## src/rtl/timer_bus_client.sv

```systemverilog
// Bus initiator for the 64-bit machine timer: atomic hi-lo-hi reads, ordered mtimecmp writes, relative arm.
// Optional periodic self re-arm is enabled with `define TIMER_CLIENT_PERIODIC_EN.
module timer_bus_client #(
    parameter logic [31:0] BASE_ADDR = 32'h4000_0000,
    parameter int          MAX_RETRY = 4
) (
    input  logic        clk,
    input  logic        rst,
    input  logic        req_valid,
    output logic        req_ready,
    input  logic [1:0]  req_op,
    input  logic [63:0] req_data,
    output logic        rsp_valid,
    output logic [63:0] rsp_data,
    output logic        rsp_err,
    output logic [31:0] addr,
    output logic [31:0] wdata,
    output logic [3:0]  wr,
    output logic        rstrb,
    input  logic [31:0] rdata
`ifdef TIMER_CLIENT_PERIODIC_EN
   ,input  logic        irq,
    input  logic        periodic_on,
    input  logic [31:0] period
`endif
);

    typedef enum logic [2:0] {
        S_IDLE, S_RD_HI1, S_RD_LO, S_RD_HI2, S_WR_HIFF, S_WR_LO, S_WR_HI, S_RESP
    } state_t;

    localparam logic [1:0] OP_RD_CMP = 2'b01;
    localparam logic [1:0] OP_WRITE  = 2'b10;
    localparam logic [1:0] OP_ARM    = 2'b11;
    localparam logic [3:0] RETRY_LAST = 4'(MAX_RETRY - 1);

    state_t      state_q, state_d;
    logic [1:0]  op_q, op_d;
    logic [31:0] hi1_q, hi1_d;
    logic [31:0] lo_q, lo_d;
    logic [63:0] wval_q, wval_d;
    logic [3:0]  retry_q, retry_d;
    logic [63:0] rsp_data_q, rsp_data_d;
    logic        rsp_err_q, rsp_err_d;
    logic        start_int;
    logic [31:0] rd_base;

`ifdef TIMER_CLIENT_PERIODIC_EN
    logic        internal_q, internal_d;
    logic [63:0] cmp_sh_q, cmp_sh_d;
    assign start_int = (state_q == S_IDLE) && irq && periodic_on;
`else
    assign start_int = 1'b0;
`endif

    assign rd_base = BASE_ADDR + ((op_q == OP_RD_CMP) ? 32'h8 : 32'h0);

    always_ff @(posedge clk or posedge rst) begin
        if (rst) begin
            state_q    <= S_IDLE;
            op_q       <= 2'b00;
            hi1_q      <= 32'd0;
            lo_q       <= 32'd0;
            wval_q     <= 64'd0;
            retry_q    <= 4'd0;
            rsp_data_q <= 64'd0;
            rsp_err_q  <= 1'b0;
`ifdef TIMER_CLIENT_PERIODIC_EN
            internal_q <= 1'b0;
            cmp_sh_q   <= 64'd0;
`endif
        end else begin
            state_q    <= state_d;
            op_q       <= op_d;
            hi1_q      <= hi1_d;
            lo_q       <= lo_d;
            wval_q     <= wval_d;
            retry_q    <= retry_d;
            rsp_data_q <= rsp_data_d;
            rsp_err_q  <= rsp_err_d;
`ifdef TIMER_CLIENT_PERIODIC_EN
            internal_q <= internal_d;
            cmp_sh_q   <= cmp_sh_d;
`endif
        end
    end

    always_comb begin
        state_d    = state_q;
        op_d       = op_q;
        hi1_d      = hi1_q;
        lo_d       = lo_q;
        wval_d     = wval_q;
        retry_d    = retry_q;
        rsp_data_d = rsp_data_q;
        rsp_err_d  = rsp_err_q;
`ifdef TIMER_CLIENT_PERIODIC_EN
        internal_d = internal_q;
        cmp_sh_d   = cmp_sh_q;
`endif
        case (state_q)
            S_IDLE: begin
                if (start_int) begin
`ifdef TIMER_CLIENT_PERIODIC_EN
                    wval_d     = cmp_sh_q + {32'd0, period};
                    internal_d = 1'b1;
`endif
                    state_d = S_WR_HIFF;
                end else if (req_valid) begin
`ifdef TIMER_CLIENT_PERIODIC_EN
                    internal_d = 1'b0;
`endif
                    op_d    = req_op;
                    wval_d  = req_data;
                    retry_d = 4'd0;
                    state_d = (req_op == OP_WRITE) ? S_WR_HIFF : S_RD_HI1;
                end
            end
            S_RD_HI1: begin
                hi1_d   = rdata;
                state_d = S_RD_LO;
            end
            S_RD_LO: begin
                lo_d    = rdata;
                state_d = S_RD_HI2;
            end
            S_RD_HI2: begin
                if (rdata == hi1_q) begin
                    if (op_q == OP_ARM) begin
                        // wval still holds the delta here; it becomes the absolute compare value
                        wval_d  = {hi1_q, lo_q} + wval_q;
                        state_d = S_WR_HIFF;
                    end else begin
                        rsp_data_d = {hi1_q, lo_q};
                        rsp_err_d  = 1'b0;
                        state_d    = S_RESP;
                    end
                end else if (retry_q == RETRY_LAST) begin
                    rsp_data_d = {rdata, lo_q};
                    rsp_err_d  = 1'b1;
                    state_d    = S_RESP;
                end else begin
                    retry_d = retry_q + 4'd1;
                    state_d = S_RD_HI1;
                end
            end
            S_WR_HIFF: state_d = S_WR_LO;
            S_WR_LO:   state_d = S_WR_HI;
            S_WR_HI: begin
                rsp_data_d = wval_q;
                rsp_err_d  = 1'b0;
                state_d    = S_RESP;
`ifdef TIMER_CLIENT_PERIODIC_EN
                cmp_sh_d = wval_q;
                if (internal_q) begin
                    rsp_data_d = rsp_data_q;
                    rsp_err_d  = rsp_err_q;
                    state_d    = S_IDLE;
                end
`endif
            end
            S_RESP:  state_d = S_IDLE;
            default: state_d = S_IDLE;
        endcase
    end

    always_comb begin
        addr      = BASE_ADDR;
        wdata     = 32'd0;
        wr        = 4'h0;
        rstrb     = 1'b0;
        rsp_valid = 1'b0;
        req_ready = 1'b0;
        case (state_q)
            S_IDLE:   req_ready = !rst && !start_int;
            S_RD_HI1, S_RD_HI2: begin
                addr  = rd_base + 32'h4;
                rstrb = 1'b1;
            end
            S_RD_LO: begin
                addr  = rd_base;
                rstrb = 1'b1;
            end
            // cmp_hi is parked at all-ones first so no intermediate value can trip irq
            S_WR_HIFF: begin
                addr  = BASE_ADDR + 32'hC;
                wdata = 32'hFFFF_FFFF;
                wr    = 4'hF;
            end
            S_WR_LO: begin
                addr  = BASE_ADDR + 32'h8;
                wdata = wval_q[31:0];
                wr    = 4'hF;
            end
            S_WR_HI: begin
                addr  = BASE_ADDR + 32'hC;
                wdata = wval_q[63:32];
                wr    = 4'hF;
            end
            S_RESP:   rsp_valid = 1'b1;
            default: ;
        endcase
    end

    assign rsp_data = rsp_data_q;
    assign rsp_err  = rsp_err_q;

endmodule

```

## config.mk

```make
export PLATFORM = sky130hd
export DESIGN_NAME = timer_bus_client
export DESIGN_NICKNAME = d
export VERILOG_FILES = /design/src/rtl/timer_bus_client.sv
export SDC_FILE = /design/constraint.sdc
export NUM_CORES = 1
export LEC_CHECK = 0
export BUFFER_PORTS_ARGS = -buffer_cell sky130_fd_sc_hd__clkbuf_2
export CAP_MARGIN = 20
export CORE_MARGIN = 2
export CORE_UTILIZATION = 50
export CTS_CLUSTER_DIAMETER = 60
export DETAILED_ROUTE_END_ITERATION = 10
export PLACE_DENSITY = 0.72
export SETUP_SLACK_MARGIN = 0.3
export SLEW_MARGIN = 10
export SYNTH_ARGS = -nofsm -noshare
export SYNTH_HDL_FRONTEND = slang
export SYNTH_SLANG_ARGS = --single-unit
export TNS_END_PERCENT = 5
```

## constraint.sdc

```tcl
create_clock -name clk -period 7.65 [get_ports clk]
set_clock_uncertainty 0.2 [all_clocks]
set_input_delay 0.3825 -clock clk [delete_from_list [all_inputs] [get_ports clk]]
set_output_delay 0.3825 -clock clk [all_outputs]
set_load 0.05 [all_outputs]
```

==> results of run 1 <==
==> cell usage in the layout, fill, tap and decap left out, types with 62 or more instances in the layout <==
master,count
a21oi_1,252
clkbuf_2,206
dfrtp_1,200
dlygate4sd3_1,75
ha_1,64
inv_1,62
mux2_2,66
nand2_1,103
nor2_1,189
o21ai_0,62
==> cells in the mapped netlist, drive strengths merged (6+ instances only) <==
library cell / instances
nor2b: 34
clkbuf: 82
inv: 63
o31ai: 6
a31oi: 21
nand2: 103
mux2i: 34
dfrtp: 202
a21o: 38
o22ai: 6
nand3: 21
buf: 45
o21ai: 67
ha: 64
nor3: 9
nor2: 191
mux2: 66
o21a: 39
and3: 15
xor2: 60
a22oi: 12
o21bai: 16
nor4: 15
nand4: 20
xnor2: 27
a21oi: 256
a211oi: 14
==> cell families (layout without fill, tap and decap cells) <==
| family | after synthesis | after routing |
|---|---|---|
| compound gates | 510 | 510 |
| xor+xnor | 87 | 87 |
| flops | 202 | 202 |
| buf+inv | 190 | 407 |
| fa+ha+maj | 65 | 65 |
| mux | 100 | 100 |
| simple gates | 436 | 436 |
| other cells | 2 | 30 |
==> worst max-delay path by stage <==
stage / start / end / slack, ns / depth (start not counted)
floorplan: rst / hi1_q[0] / 1.56 / 1
finish: lo_q[0] / wval_q[62] / 3.07 / 13
global placement: lo_q[0] / wval_q[62] / 3.42 / 13
detailed placement: lo_q[0] / wval_q[62] / 3.32 / 13
global route: wval_q[0] / wval_q[62] / 2.93 / 13
CTS: lo_q[0] / wval_q[62] / 3.27 / 13
==> registers in the layout, summed over array words and instances, names as in the netlist <==
register  cells
rsp_err       1
retry_q       4
hi1_q        32
rsp_data     64
wval_q       64
lo_q         32
state_q       3
op_q          2
==> per-stage QoR <==
stage	cells	area [sq um]	hold WS [ns]
finish	2178	16600	-0.0143
global route	2178	16600	0.0107
CTS	2177	16600	0.000198
detailed placement	2053	14800	0.314
global placement	2053	14800	0.300
floorplan	1620	13800	0.275
==> critical path: stages, from the launching register on <==
cell,delay [ns]
dfrtp_1,0.40
ha_1,0.26
fa_1,0.41
a21oi_1,0.26
o22ai_1,0.11
o311ai_0,0.80
a21oi_1,0.22
nor3_1,0.41
o21ai_2,0.24
a2111oi_2,0.40
o31ai_1,0.18
a31oi_1,0.24
xor2_1,0.17
o221ai_1,0.13
==> layout make-up <==
class | count | area, sq um
clock inverters | 12 | 239
multi-input cells | 1228 | 7970
fillers | 2317 | 10400
repair buffers | 295 | 1910
inverters | 63 | 244
well taps | 341 | 427
clock buffers | 37 | 753
flip-flops and latches | 202 | 5060
==> routing by layer <==
| layer | share of wire | wire length (um) | up-vias |
|---|---|---|---|
| met1 | 0.43 | 20400 | 6348 |
| met2 | 0.44 | 21000 | 649 |
| met4 | 0.031 | 1500 | 0 |
| li1 | - | - | 6034 |
| met3 | 0.10 | 4910 | 90 |
| met5 | 0 | 0 | - |
==> results.json, run 1 <==
{
  "whs_endpoint": "wval_q[27]",
  "dr.pass1.iters": 6,
  "postSynthCellCount": 1592,
  "use_met1": 0.455,
  "cts_buffers": 27,
  "syn2layout_area_growth_pct": 20.9,
  "num_vias": 13121,
  "synthAdderAreaFrac": 0.0598,
  "fin_crit_sh": 0.599,
  "core_area_sq_mm": 0.0270,
  "syn-cell-area_sq_mm": 0.0137,
  "synth_top_family_by_area": "compound AO/OA/AOI/OAI gates",
  "synth-compound-area-share": 0.230,
  "synth.top_cell.area_share": 0.368,
  "core.rowCount": 60,
  "die_width_um": 170,
  "rsz0062_at_grt": "false",
  "maxCapViolations": 0,
  "synth-edff-count": 0,
  "dp_hpwl_um": 34300,
  "cts_resized": 0,
  "gp_congestion": 1.01,
  "grt_usage": 0.322,
  "synth_area_leader_cell": "dfrtp_1",
  "worstSetupStartpointType": "flip-flop",
  "timing.rr.end": "wval_q[62]",
  "cts_hold_buf": 75,
  "path_class": "flip-flop to flip-flop",
  "cts_root_buffer": "clkbuf_16",
  "wl_per_cell_um": 21.9,
  "grtUsageMet3": 0.0674,
  "hold_viol": 1,
  "dp_slack_ns": 3.32,
  "max_slew_margin": 0.277,
  "io_buffers": 206,
  "ys_seq_area_frac": 0.368,
  "max_clock_freq_mhz": 218,
  "htreeDepth": 1,
  "overflow": 0,
  "reg2reg_depth": 13,
  "first_iter_violations": 1423,
  "path_clk_slew_ns": 0.06,
  "fin_util": 0.616,
  "postRouteAntennaNets": 0,
  "num_antenna_cells": 0,
  "grt_pass1_wl_um": 70600,
  "slew_viol_final": 0,
  "hold_depth": 3,
  "tns_ns": 0,
  "synthXorXnorAreaFrac": 0.0555,
  "rr_startpoint": "lo_q[0]",
  "period_needed_ns": 4.58,
  "crit_arrival_ns": 4.77,
  "critical_path.max_fanout": 5,
  "drc_errors": 0,
  "synth_area_leaders": "dfrtp_1 37%, a21oi_1 9.2%, ha_1 5.8%",
  "synth-seq-cells": 202,
  "grt_pass1_vias": 12239,
  "grt_busiest_layer": "met2",
  "grt_start_max_net_pins": 132,
  "endpoint_kind": "flip-flop",
  "min_path_type": "primary input to flip-flop",
  "min-delay-start": "req_data[27]",
  "cts_tree": "done",
  "clockBufferDepth": 3,
  "status": "finished, violations left",
  "setup_viol": 0,
  "synth_ff_type": "dfrtp_1",
  "layout-drive-gt1-share": 0.195,
  "syn_area_per_cell_sq_um": 8.62,
  "clk_latency_ns": 0.56,
  "r2r_setup_slack_ns": 3.07,
  "routed_wl_um": 47800,
  "whs_ns": -0.0143,
  "fp.dieH_um": 170,
  "worst_slew_pin_slew_ns": 1.08,
  "die-area_sq_mm": 0.0288,
  "synth_simple_gate_area_share": 0.145,
  "pin_count": 237,
  "initial_utilization": 0.509,
  "grtUsageMet2": 0.492,
  "postCtsSetupBuffers": 0,
  "violations": "negative hold slack",
  "clkSinkCount": 202,
  "async_flop_share": 1.00,
  "fin_ws_ns": 3.07,
  "ys_warn_count": 0,
  "synthMuxAreaShare": 0.0789,
  "finalNetCount": 1983,
  "grt_antenna_before_repair": 1,
  "required_ns": 7.84,
  "synth_cell_types": 74,
  "viasPerCell": 6.02
}
Power of run 1 is left out: the tool's default activity adds up to more than one toggle a clock period on the data nets, which glitch-free logic cannot reach.
==> inputs of run 2 (changes only) <==
Settings changed: PLACE_DENSITY 0.72 to 0.75.
Clock period 7.65 ns to 3.8 ns, I/O delays scaled along.
==> results.json, run 2 (synthesis gave the netlist of run 1 again) <==
{
  "status": "finished, final reports clean",
  "crit_arrival_ns": 3.78,
  "clkSinkCount": 202,
  "first_iter_violations": 1407,
  "use_met1": 0.469,
  "initial_utilization": 0.509,
  "dp_hpwl_um": 37000,
  "seqCellArea_sq_mm": 0.00506,
  "final_cell_mix": "248 x a21oi_1, 206 x clkbuf_2, 200 x dfrtp_1",
  "multi_input_area_sq_mm": 0.00811,
  "pin_count": 237,
  "core_area_sq_mm": 0.0270,
  "core.rowCount": 60,
  "maxCapViolations": 0,
  "grt_pass1_vias": 12942,
  "rr_startpoint": "wval_q[2]",
  "slew_viol_final": 0,
  "layout-drive-gt1-share": 0.224,
  "cts_tree": "done",
  "gp_congestion": 1.03,
  "syn2layout_area_growth_pct": 26.7,
  "grt_pass1_wl_um": 75300,
  "routed_wl_um": 50600,
  "dr.pass1.iters": 5,
  "grt_busiest_layer": "met2",
  "die_width_um": 170,
  "max_clock_freq_mhz": 283,
  "htreeDepth": 1,
  "max_slew_margin": 0.424,
  "grt_start_max_net_pins": 141,
  "grtUsageMet2": 0.543,
  "layout_commonest_cell": "a21oi_1",
  "grt_usage": 0.345,
  "drc_errors": 0,
  "postRouteAntennaNets": 0,
  "wl_per_cell_um": 22.4,
  "final_area_sq_mm": 0.0174,
  "num_vias": 13614,
  "n_fill_cell": 2169,
  "worstSetupStartpointType": "flip-flop",
  "period_needed_ns": 3.54,
  "endpoint_kind": "flip-flop",
  "path_class": "flip-flop to flip-flop",
  "grtUsageMet3": 0.0795,
  "die-area_sq_mm": 0.0288,
  "clk_latency_ns": 0.57,
  "finalNetCount": 2060,
  "min_path_type": "primary input to asynchronous set/reset pin",
  "path_clk_slew_ns": 0.06,
  "r2r_setup_slack_ns": 0.26,
  "critical_path.max_fanout": 4,
  "fin_crit_sh": 0.931,
  "viasPerCell": 6.03,
  "rsz0062_at_grt": "true",
  "cts_root_buffer": "clkbuf_16",
  "hold_viol": 0,
  "setup_viol": 0,
  "clockBufferDepth": 3,
  "fp.dieH_um": 170,
  "io_buffers": 206,
  "reg2reg_depth": 13,
  "grt_antenna_before_repair": 2,
  "overflow": 0,
  "whs_ns": 0.169,
  "worst_slew_pin_slew_ns": 0.865,
  "place_area_sq_mm": 0.0152,
  "timing.rr.end": "wval_q[49]",
  "required_ns": 4.04,
  "cts_buffers": 27
}
-- run 2: changes by cell type in the layout (fill, tap and decap cells not counted), sizes merged --
cell	change
buf	+52
diode	+1
clkinv	+3
dlygate4sd3	+25
bufinv	-3
inv	+2
clkbuf	-1
-- run 2: final cells by class --
| type | instances | area share |
|---|---|---|
| clock inverter | 14 | 0.0108 |
| clock buffer | 36 | 0.0431 |
| inverter | 63 | 0.0138 |
| tap | 341 | 0.0245 |
| multi-input combinational | 1228 | 0.466 |
| timing repair buffer | 372 | 0.151 |
| sequential | 202 | 0.291 |
| antenna | 1 | 0.000144 |
-- run 2: through the flow --
stage	std cells	worst slack, ns	utilization	setup TNS [ns]
floorplan	1620	0.429	-	0
global placement	2098	-0.0223	0.565	-0.0223
detailed placement	2098	-0.107	0.565	-0.107
CTS	2248	0.230	0.639	0
global route	2256	0.132	0.645	0
finish	2257	0.262	0.645	0
-- run 2: worst max path at each step --
stage,start,to,slack [ns],cells past startpoint
3_5_place_dp,lo_q[0],wval_q[62],-0.11,14
5_1_grt,wval_q[0],wval_q[62],0.13,14
6_report,wval_q[2],wval_q[49],0.26,13
4_1_cts,wval_q[2],wval_q[35],0.23,13
2_1_floorplan,lo_q[0],wval_q[62],0.43,13
3_3_place_gp,lo_q[0],wval_q[62],-0.02,14
-- run 2: routing by layer --
metal,routed length [um],vias to the layer above
met5,11,-
li1,-,6180
met1,21000,6601
met4,1920,2
met2,22700,722
met3,4910,109
-- run 2: critical path, stage by stage, from the launching register on --
cell	delay [ns]
dfrtp_1	0.41
ha_1	0.37
o21ai_0	0.11
nor2_1	0.23
o22ai_2	0.17
o21ai_4	0.33
a31oi_4	0.17
o41ai_4	0.32
buf_4	0.19
a211oi_4	0.07
nor4_1	0.36
o21ai_0	0.13
a311oi_1	0.28
a21oi_1	0.06
-- run 2: repair_timing --
action	4_1_cts	5_1_grt
buffers inserted	0	7
pin swaps	1	18
endpoints found under the hold margin	366	0
resized for setup	11	18
hold buffers	100	0
endpoints found under the setup margin	24	27
Power of run 2 is left out for the same reason.
==> inputs of run 3 (changes only) <==
Settings changed: BUFFER_PORTS_ARGS -buffer_cell sky130_fd_sc_hd__clkbuf_2 to unset, DONT_BUFFER_PORTS set to 1, PLACE_DENSITY 0.75 to 0.68.
==> results.json, run 3 (synthesis gave the netlist of run 1 again) <==
{
  "maxCapViolations": 0,
  "core_area_sq_mm": 0.0270,
  "gp_congestion": 0.989,
  "initial_utilization": 0.509,
  "cp_top_family": "compound AO/OA/AOI/OAI gates",
  "routed_wl_um": 50800,
  "drc_errors": 0,
  "hold_viol": 0,
  "viasPerCell": 6.25,
  "r2r_setup_slack_ns": 0.25,
  "worst_slew_pin_slew_ns": 0.905,
  "fp.dieH_um": 170,
  "dp_hpwl_um": 35700,
  "postRouteAntennaNets": 0,
  "endpoint_kind": "flip-flop",
  "cts_buffers": 26,
  "timing.rr.end": "wval_q[62]",
  "setup_viol": 0,
  "required_ns": 4.01,
  "core.rowCount": 60,
  "overflow": 0,
  "clk_latency_ns": 0.54,
  "rr_startpoint": "wval_q[0]",
  "rsz0062_at_grt": "true",
  "reg2reg_depth": 14,
  "path_class": "flip-flop to flip-flop",
  "slowest_delay_ns": 0.41,
  "crit_chain": "ha_2, fa_2, a21oi_2, o22ai_2, o311ai_2, a21oi_1, nor3_1, buf_4, o21ai_4, a2111oi_4, o31ai_2, a31oi_1, xor2_1, o221ai_1",
  "max_slew_margin": 0.395,
  "htreeDepth": 1,
  "die-area_sq_mm": 0.0288,
  "first_iter_violations": 1280,
  "wl_per_cell_um": 24.8,
  "final_cell_mix": "246 x a21oi_1, 199 x dfrtp_1, 188 x nor2_1",
  "crit_arrival_ns": 3.75,
  "crit_cells": 14,
  "layout-drive-gt1-share": 0.140,
  "tns_ns": 0,
  "dr.pass1.iters": 8,
  "status": "finished, final reports clean",
  "path_clk_slew_ns": 0.06,
  "clockBufferDepth": 3,
  "io_buffers": 0,
  "worstSetupStartpointType": "flip-flop",
  "grt_usage": 0.347,
  "cp_slowest_cell": "a2111oi_4",
  "grt_start_max_net_pins": 131,
  "cp_num_buf_inv": 1,
  "finalNetCount": 1856,
  "die_width_um": 170,
  "cts_root_buffer": "clkbuf_16",
  "slew_viol_final": 0,
  "period_needed_ns": 3.55,
  "grt_pass1_vias": 12172,
  "grt_antenna_before_repair": 5,
  "critical_path.max_fanout": 2,
  "max_clock_freq_mhz": 282,
  "layout_commonest_cell": "a21oi_1",
  "min_path_type": "primary input to asynchronous set/reset pin",
  "grt_pass1_wl_um": 75100,
  "clkSinkCount": 202,
  "num_vias": 12822,
  "syn2layout_area_growth_pct": 19.5,
  "pin_count": 237,
  "fin_crit_sh": 0.933,
  "cts_tree": "done"
}
-- run 3: changes by cell type in the layout (fill, tap and decap cells not counted), sizes merged --
cell	delta
clkinvlp	+1
diode	+1
bufinv	-1
inv	-5
buf	+3
clkbuf	-204
-- run 3: stage by stage --
step	instance area, sq um	setup slack, ns	std cells	util	hold slack [ns]
floorplan	13800	0.429	1620	-	0.107
global placement	14200	0.0604	1889	0.525	0.0734
detailed placement	14200	-0.0158	1889	0.525	0.0725
CTS	16100	0.234	2036	0.597	0.137
global route	16400	0.135	2051	0.609	0.173
finish	16400	0.254	2052	0.609	0.134
-- run 3: final cells by class --
cell class / count / area [sq um]
timing repair buffer: 169 / 1570
fill: 2276 / 10500
multi-input combinational: 1228 / 8200
clock inverter: 9 / 111
antenna: 2 / 5.00
sequential: 202 / 5060
tap: 341 / 427
inverter: 63 / 240
clock buffer: 38 / 797
-- run 3: timing repair --
item / CTS / global route
setup buffers: 0 / 14
pin swaps: 2 / 25
hold endpoints to repair: 201 / 0
endpoints found under the setup margin: 22 / 29
hold buffers: 100 / 0
gates resized for setup: 6 / 37
-- run 3: worst max-delay path by stage --
stage / slack [ns] / start / end
2_1_floorplan: 0.43 / lo_q[0] / wval_q[62]
3_3_place_gp: 0.06 / lo_q[0] / wval_q[62]
3_5_place_dp: -0.02 / lo_q[0] / wval_q[62]
4_1_cts: 0.23 / wval_q[26] / wval_q[49]
5_1_grt: 0.13 / wval_q[0] / wval_q[62]
6_report: 0.25 / wval_q[0] / wval_q[62]
-- run 3: worst register-to-register path: cells and delay by family (launching register included) --
kind,cells,cell delay (ns)
adders and majority gates,2,0.61
DFF,1,0.38
buffers and inverters,1,0.17
xor gates and xnor gates,1,0.16
AOI/OAI and AO/OA,9,1.68
and+or+nand+nor,1,0.22
-- run 3: layer usage --
metal | up-vias | part of all wire | global-route usage
li1 | 5777 | - | -
met1 | 6249 | 0.41 | 0.464
met2 | 664 | 0.43 | 0.523
met3 | 130 | 0.12 | 0.106
met4 | 2 | 0.043 | 0.142
met5 | - | 0.00020 | 0
Power of run 3 is left out for the same reason.
